File: src/rtl/collision_pkg.sv
// rtl/collision_pkg.sv - shared types, default sizes and score helpers for collision_ctrl.
// SCORE_BCD_EN selects 4-digit BCD scoring; undefined gives binary scoring.
package collision_pkg;

    typedef enum logic [1:0] {
        ST_IDLE  = 2'd0,
        ST_PLAY  = 2'd1,
        ST_INVUL = 2'd2,
        ST_OVER  = 2'd3
    } state_e;

    localparam int DEF_CAR_W = 40;
    localparam int DEF_CAR_H = 60;
    localparam int DEF_OBS_W = 50;
    localparam int DEF_OBS_H = 50;

    localparam logic [15:0] SCORE_MAX_BIN = 16'hFFFF;
    localparam logic [15:0] SCORE_MAX_BCD = 16'h9999;
`ifdef SCORE_BCD_EN
    localparam logic [15:0] SCORE_MAX = SCORE_MAX_BCD;
`else
    localparam logic [15:0] SCORE_MAX = SCORE_MAX_BIN;
`endif

    // Saturating +1 in whichever encoding the build selects.
    function automatic logic [15:0] score_inc(input logic [15:0] s);
`ifdef SCORE_BCD_EN
        logic [15:0] r;
        logic        carry;
        r     = s;
        carry = 1'b1;
        if (s != SCORE_MAX) begin
            for (int i = 0; i < 4; i++) begin
                if (carry) begin
                    if (r[i*4 +: 4] == 4'd9) begin
                        r[i*4 +: 4] = 4'd0;
                    end else begin
                        r[i*4 +: 4] = r[i*4 +: 4] + 4'd1;
                        carry       = 1'b0;
                    end
                end
            end
        end
        return r;
`else
        return (s == SCORE_MAX) ? s : s + 16'd1;
`endif
    endfunction

endpackage

File: src/rtl/aabb_overlap.sv
// rtl/aabb_overlap.sv - combinational strict-inequality overlap test of two boxes.
module aabb_overlap
    import collision_pkg::*;
#(
    parameter int A_W = DEF_CAR_W,
    parameter int A_H = DEF_CAR_H,
    parameter int B_W = DEF_OBS_W,
    parameter int B_H = DEF_OBS_H
) (
    input  logic [9:0] a_h_i,
    input  logic [8:0] a_v_i,
    input  logic [9:0] b_h_i,
    input  logic [8:0] b_v_i,
    output logic       overlap_o
);

    // 11-bit operands keep edge+size sums from wrapping at the top of the range.
    logic [10:0] ah, av, bh, bv;

    assign ah = {1'b0, a_h_i};
    assign av = {2'b00, a_v_i};
    assign bh = {1'b0, b_h_i};
    assign bv = {2'b00, b_v_i};

    assign overlap_o = (ah < bh + 11'(B_W)) && (bh < ah + 11'(A_W)) &&
                       (av < bv + 11'(B_H)) && (bv < av + 11'(A_H));

endmodule

File: src/rtl/collision_ctrl.sv
// rtl/collision_ctrl.sv - game state, lives, score and immunity control for the car game.
// Score encoding follows SCORE_BCD_EN (see collision_pkg).
module collision_ctrl
    import collision_pkg::*;
#(
    parameter int CAR_W        = DEF_CAR_W,
    parameter int CAR_H        = DEF_CAR_H,
    parameter int OBS_W        = DEF_OBS_W,
    parameter int OBS_H        = DEF_OBS_H,
    parameter int LIVES_INI    = 3,
    parameter int INVUL_FRAMES = 60
) (
    input  logic        iVGA_CLK,
    input  logic        iRST_n,
    input  logic        frame_tick,
    input  logic        start_btn,
    input  logic [9:0]  player_h_pos,
    input  logic [8:0]  player_v_pos,
    input  logic [9:0]  obs1_h_pos,
    input  logic [9:0]  obs2_h_pos,
    input  logic [8:0]  obs1_v_pos,
    input  logic [8:0]  obs2_v_pos,
    output logic        reset_game,
    output logic        game_over,
    output logic [1:0]  lives,
    output logic [15:0] score,
    output logic        hit_flash
);

    localparam int CNT_W = $clog2(INVUL_FRAMES + 1);

    state_e             state_q, state_d;
    logic [1:0]         lives_q, lives_d;
    logic [15:0]        score_q, score_d;
    logic [CNT_W-1:0]   cnt_q, cnt_d;
    logic               reset_game_q, reset_game_d;
    logic               hit_flash_q, game_over_q;
    logic               start_prev_q, armed_q;
    logic               ov1, ov2, hit, start_evt, restart;

    aabb_overlap #(.A_W(CAR_W), .A_H(CAR_H), .B_W(OBS_W), .B_H(OBS_H)) u_ov1 (
        .a_h_i(player_h_pos), .a_v_i(player_v_pos),
        .b_h_i(obs1_h_pos),   .b_v_i(obs1_v_pos),
        .overlap_o(ov1)
    );

    aabb_overlap #(.A_W(CAR_W), .A_H(CAR_H), .B_W(OBS_W), .B_H(OBS_H)) u_ov2 (
        .a_h_i(player_h_pos), .a_v_i(player_v_pos),
        .b_h_i(obs2_h_pos),   .b_v_i(obs2_v_pos),
        .overlap_o(ov2)
    );

    // armed_q masks the first cycle after reset so a button already held is not an edge.
    assign start_evt = start_btn & ~start_prev_q & armed_q;
    assign hit       = frame_tick & (ov1 | ov2);
    assign restart   = start_evt & ((state_q == ST_IDLE) || (state_q == ST_OVER));

    always_ff @(posedge iVGA_CLK or negedge iRST_n) begin
        if (!iRST_n) begin
            state_q      <= ST_IDLE;
            lives_q      <= 2'd0;
            score_q      <= 16'd0;
            cnt_q        <= '0;
            reset_game_q <= 1'b0;
            hit_flash_q  <= 1'b0;
            game_over_q  <= 1'b0;
            start_prev_q <= 1'b0;
            armed_q      <= 1'b0;
        end else begin
            state_q      <= state_d;
            lives_q      <= lives_d;
            score_q      <= score_d;
            cnt_q        <= cnt_d;
            reset_game_q <= reset_game_d;
            hit_flash_q  <= (state_d == ST_INVUL);
            game_over_q  <= (state_d == ST_OVER);
            start_prev_q <= start_btn;
            armed_q      <= 1'b1;
        end
    end

    always_comb begin
        state_d = state_q;
        case (state_q)
            ST_IDLE:  if (start_evt) state_d = ST_PLAY;
            ST_PLAY:  if (hit) state_d = (lives_q > 2'd1) ? ST_INVUL : ST_OVER;
            ST_INVUL: if (frame_tick && cnt_q <= CNT_W'(1)) state_d = ST_PLAY;
            ST_OVER:  if (start_evt) state_d = ST_PLAY;
            default:  state_d = ST_IDLE;
        endcase
    end

    always_comb begin
        lives_d      = lives_q;
        score_d      = score_q;
        cnt_d        = cnt_q;
        reset_game_d = restart;
        if (restart) begin
            lives_d = 2'(LIVES_INI);
            score_d = 16'd0;
            cnt_d   = '0;
        end else if (frame_tick) begin
            case (state_q)
                ST_PLAY: begin
                    if (hit) begin
                        if (lives_q > 2'd1) begin
                            lives_d = lives_q - 2'd1;
                            cnt_d   = CNT_W'(INVUL_FRAMES);
                        end else begin
                            lives_d = 2'd0;
                        end
                    end else begin
                        score_d = score_inc(score_q);
                    end
                end
                ST_INVUL: begin
                    score_d = score_inc(score_q);
                    cnt_d   = cnt_q - CNT_W'(1);
                end
                default: ;
            endcase
        end
    end

    assign reset_game = reset_game_q;
    assign game_over  = game_over_q;
    assign hit_flash  = hit_flash_q;
    assign lives      = lives_q;
    assign score      = score_q;

endmodule

File: config.mk
export PLATFORM = sky130hd
export DESIGN_NAME = collision_ctrl
export DESIGN_NICKNAME = d
export VERILOG_FILES = /design/src/rtl/collision_pkg.sv /design/src/rtl/aabb_overlap.sv /design/src/rtl/collision_ctrl.sv
export SDC_FILE = /design/constraint.sdc
export NUM_CORES = 1
export LEC_CHECK = 0
export ABC_CLOCK_PERIOD_IN_PS = 3200
export CAP_MARGIN = 20
export CORE_ASPECT_RATIO = 1.2
export CORE_MARGIN = 1.5
export CORE_UTILIZATION = 40
export DETAILED_ROUTE_END_ITERATION = 7
export PLACE_DENSITY = 0.65
export SYNTH_ARGS = -nofsm -noshare
export SYNTH_HDL_FRONTEND = slang
export SYNTH_SLANG_ARGS = --single-unit
File: constraint.sdc
create_clock -name iVGA_CLK -period 3.2 [get_ports iVGA_CLK]
set_clock_uncertainty 0.2 [all_clocks]
set_input_delay 0.64 -clock iVGA_CLK [delete_from_list [all_inputs] [get_ports iVGA_CLK]]
set_output_delay 0.64 -clock iVGA_CLK [all_outputs]
set_load 0.03 [all_outputs]
==> results.cfg <==
[run_status]
status = finished, violations left
violations = negative setup slack

[synth]
syn_avg_cell_area_um2 = 8.686
synthArstFlopShare_pct = 100.0
yosys.area.top_type = ha_1
synthCells = 468
yosysSeqAreaShare_pct = 19.08
ys.flop_type = dfrtp_1
yosys.area.top_type_share_pct = 23.70
ys_warn_count = 0
synth_area_leaders = ha_1 24%, dfrtp_1 19%, xnor2_1 4.3%, nand2b_1 3.7%, nand2_1 3.5%
synth_cell_type_count = 69
syn_area_um2 = 4065
ys_seq_elements = 31
synth_nets = 606
synth-edff-count = 0

[floorplan]
die_w_um = 95.03
num_rows = 40
die_height_um = 113.4
design.core.area_um2 = 9960
start_util_pct = 40.82
dieArea_um2 = 10780
ioPinCount = 82

[timing]
worstMarginPinSlew_ns = 0.5759
hold_ws_ns = 0.3354
setup_ws_ns = -0.4391
period_minus_slack_ns = 3.639
fmax_mhz = 274.8
finalSetupViolCount = 28
setup_tns_ns = -9.445
relSlewSlack_pct = 61.57
hold_viol_final = 0
slew_violations = 0
rsz0062_at_grt = yes
period_share_pct = 113.7

[clock_tree]
clock-sinks = 31
clock_path_buffers = 2
cts_hold_buf = 0
clkTransAtPathRegs_ns = 0.05
numCtsBuffers = 5
clock_latency_ns = 0.28
cts_max_level = 2
cts_tree = done
clockRootBuffer = clkbuf_16

[global_routing]
antenna_found_initial = 0
grt_pass1_vias = 4932
overflow = 0
grtUsageTotal_pct = 25.44
grt_max_degree = 32
grt_pass1_wl_um = 22250

[placed_design]
dpl_cell_area_um2 = 5773
io_buffers = 81
finalWeightedCongestion = 0.8532
preCtsSetupSlack_ns = -1.120
hpwl_um = 9402
post-place-cells = 756

[cells_and_area]
nets = 816
register_area_um2 = 775.7
layout.cells.non_filler = 805
syn_to_final_growth_pct = 68.54
postLayoutCellArea_um2 = 6852
drive_gt1_share_pct = 38.14
multiInputGateArea_um2 = 3794
nFillCells = 766
utilization_pct = 68.79
antenna_cells = 0

[setup_path]
rrSetupSlack_ns = 0.19
crit-reg2reg-launch = state_q[1]$_DFF_PN0_
start_kind = primary input
crit_required_ns = 3.17
r2r-end = score[14]$_DFFE_PN0P_
path_class = in -> reg
cp-startpoint = obs1_v_pos[2]
cp-end-kind = register
reg2reg_depth = 9
worst-path-max-fanout = 5
worstPathArrival_ns = 3.61

[worst_hold_path]
hold_path_end = cnt_q[5]$_DFFE_PN0P_
hold_path.class = reg -> reg
min_from = cnt_q[5]$_DFFE_PN0P_
holdPathStages = 1

[detailed_routing]
postRouteAntennaNets = 0
vias = 4629
drcViolationCount = 0
finalWirelength_um = 13740
drt-initial-drc-count = 189
routed_via_density = 5.750
avgRoutedWirePerCell_um = 17.07
firstDrtPassIters = 5

[pwr]
peakVddDrop_mv = 0.4326
p_total_mw = 2.894
pwr_density_cell_nw_per_um2 = 422.4
p_leak_nw = 3.088

[flow_run]
cap_violations = 0
==> cell usage after synthesis (3+ instances only) <==
cell type  count
nor4_1         3
o21ai_0       21
nor2_1        18
xnor2_1       20
o2111ai_1      5
nand3_1       15
nand4_1       10
nand2_1       38
a211o_1        5
xor2_1        16
ha_1          77
nor3b_1        5
a211oi_1       7
mux2i_1        9
o31ai_1        7
o211ai_1       5
nand2b_1      24
a21o_1         7
or4_1          6
nor3_1        10
inv_1         20
and3_1         8
clkbuf_1       6
a21oi_1       23
a41oi_1        6
nor2b_1        4
dfrtp_1       31
a311oi_1       4
==> state kept, by name, indices dropped and copies added, names as in the netlist, 2 cells and up <==
| register | cells |
|---|---|
| score | 16 |
| lives | 2 |
| cnt_q | 6 |
| state_q | 2 |
==> area by class of cell <==
| type | instances | area share, % |
|---|---|---|
| clock buffers | 6 | 2.027 |
| clock inverters | 2 | 0.5113 |
| inverters | 20 | 1.096 |
| multi-input cells | 408 | 55.37 |
| flip-flops and latches | 31 | 11.32 |
| well taps | 126 | 2.301 |
| repair buffers | 212 | 27.37 |
==> worst max-delay path, cell delays in order <==
cell and delay (ns):
buf_8 0.10, ha_4 0.15, a211o_1 0.27, nand2_1 0.08, xor2_1 0.15, ha_1 0.26
a211o_1 0.31, a311o_1 0.28, a221oi_2 0.30, o211ai_1 0.17, buf_4 0.17, o221ai_4 0.28
a41oi_2 0.14, a311oi_1 0.29
==> cell families (layout without fill, tap and decap cells) <==
kind of cell | count (synthesis) | after routing | share of synthesized area [%]
XOR/XNOR | 36 | 36 | 7.756
multiplexers | 9 | 9 | 2.216
flip-flops | 31 | 31 | 19.08
other | 1 | 1 | 0.09225
AO/OA/AOI/OAI | 124 | 124 | 22.44
adder cells (fa/ha/maj) | 77 | 77 | 23.70
AND/OR/NAND/NOR | 159 | 161 | 21.51
buffers and inverters | 31 | 240 | 3.201
==> worst max-delay path by stage <==
stage,endpoint,depth (start not counted)
3_5_place_dp,cnt_q[3]$_DFFE_PN0P_,13
2_1_floorplan,cnt_q[0]$_DFFE_PN0P_,12
5_1_grt,cnt_q[3]$_DFFE_PN0P_,14
3_3_place_gp,score[4]$_DFFE_PN0P_,14
6_report,cnt_q[2]$_DFFE_PN0P_,14
4_1_cts,cnt_q[0]$_DFFE_PN0P_,13
==> per-layer routing <==
metal	track usage [%]	vias to the layer above	routed length [um]
li1	-	2217	-
met1	30.34	2260	5684
met2	47.14	132	7335
met3	1.800	20	487
met4	8.756	0	235
met5	0	-	0
==> power breakdown <==
| group | switching [mW] | leakage [nW] | internal, mW |
|---|---|---|---|
| Combinational | 0.879 | 2.60 | 0.887 |
| Sequential | 0.0925 | 0.406 | 0.472 |
| Clock | 0.177 | 0.0868 | 0.387 |
==> cells in the final DEF, fill, tap and decap left out, drive strengths merged, types with 7 or more instances in the layout <==
| master | Yosys | routed |
|---|---|---|
| buf | 5 | 148 |
| ha | 77 | 77 |
| clkdlybuf4s50 | 0 | 42 |
| nand2 | 38 | 38 |
| dfrtp | 31 | 31 |
| nand2b | 24 | 24 |
| a21oi | 24 | 24 |
| o21ai | 23 | 23 |
| inv | 20 | 20 |
| xnor2 | 20 | 20 |
| nor2 | 18 | 18 |
| xor2 | 16 | 16 |
| nand3 | 15 | 15 |
| dlygate4sd2 | 0 | 11 |
| and3 | 9 | 11 |
| nand4 | 10 | 10 |
| nor3 | 10 | 10 |
| mux2i | 9 | 9 |
| clkbuf | 6 | 9 |
| or4 | 8 | 8 |
| a21o | 7 | 7 |
| a211oi | 7 | 7 |
| o31ai | 7 | 7 |
==> what timing repair did <==
action / 4_1_cts / 5_1_grt
cloned: 5 / 0
setup endpoints to repair: 28 / 28
setup buffers: 22 / 16
gates resized for setup: 205 / 44
pin swaps: 70 / 28
Note: power is estimated with default switching activity, not from simulation.
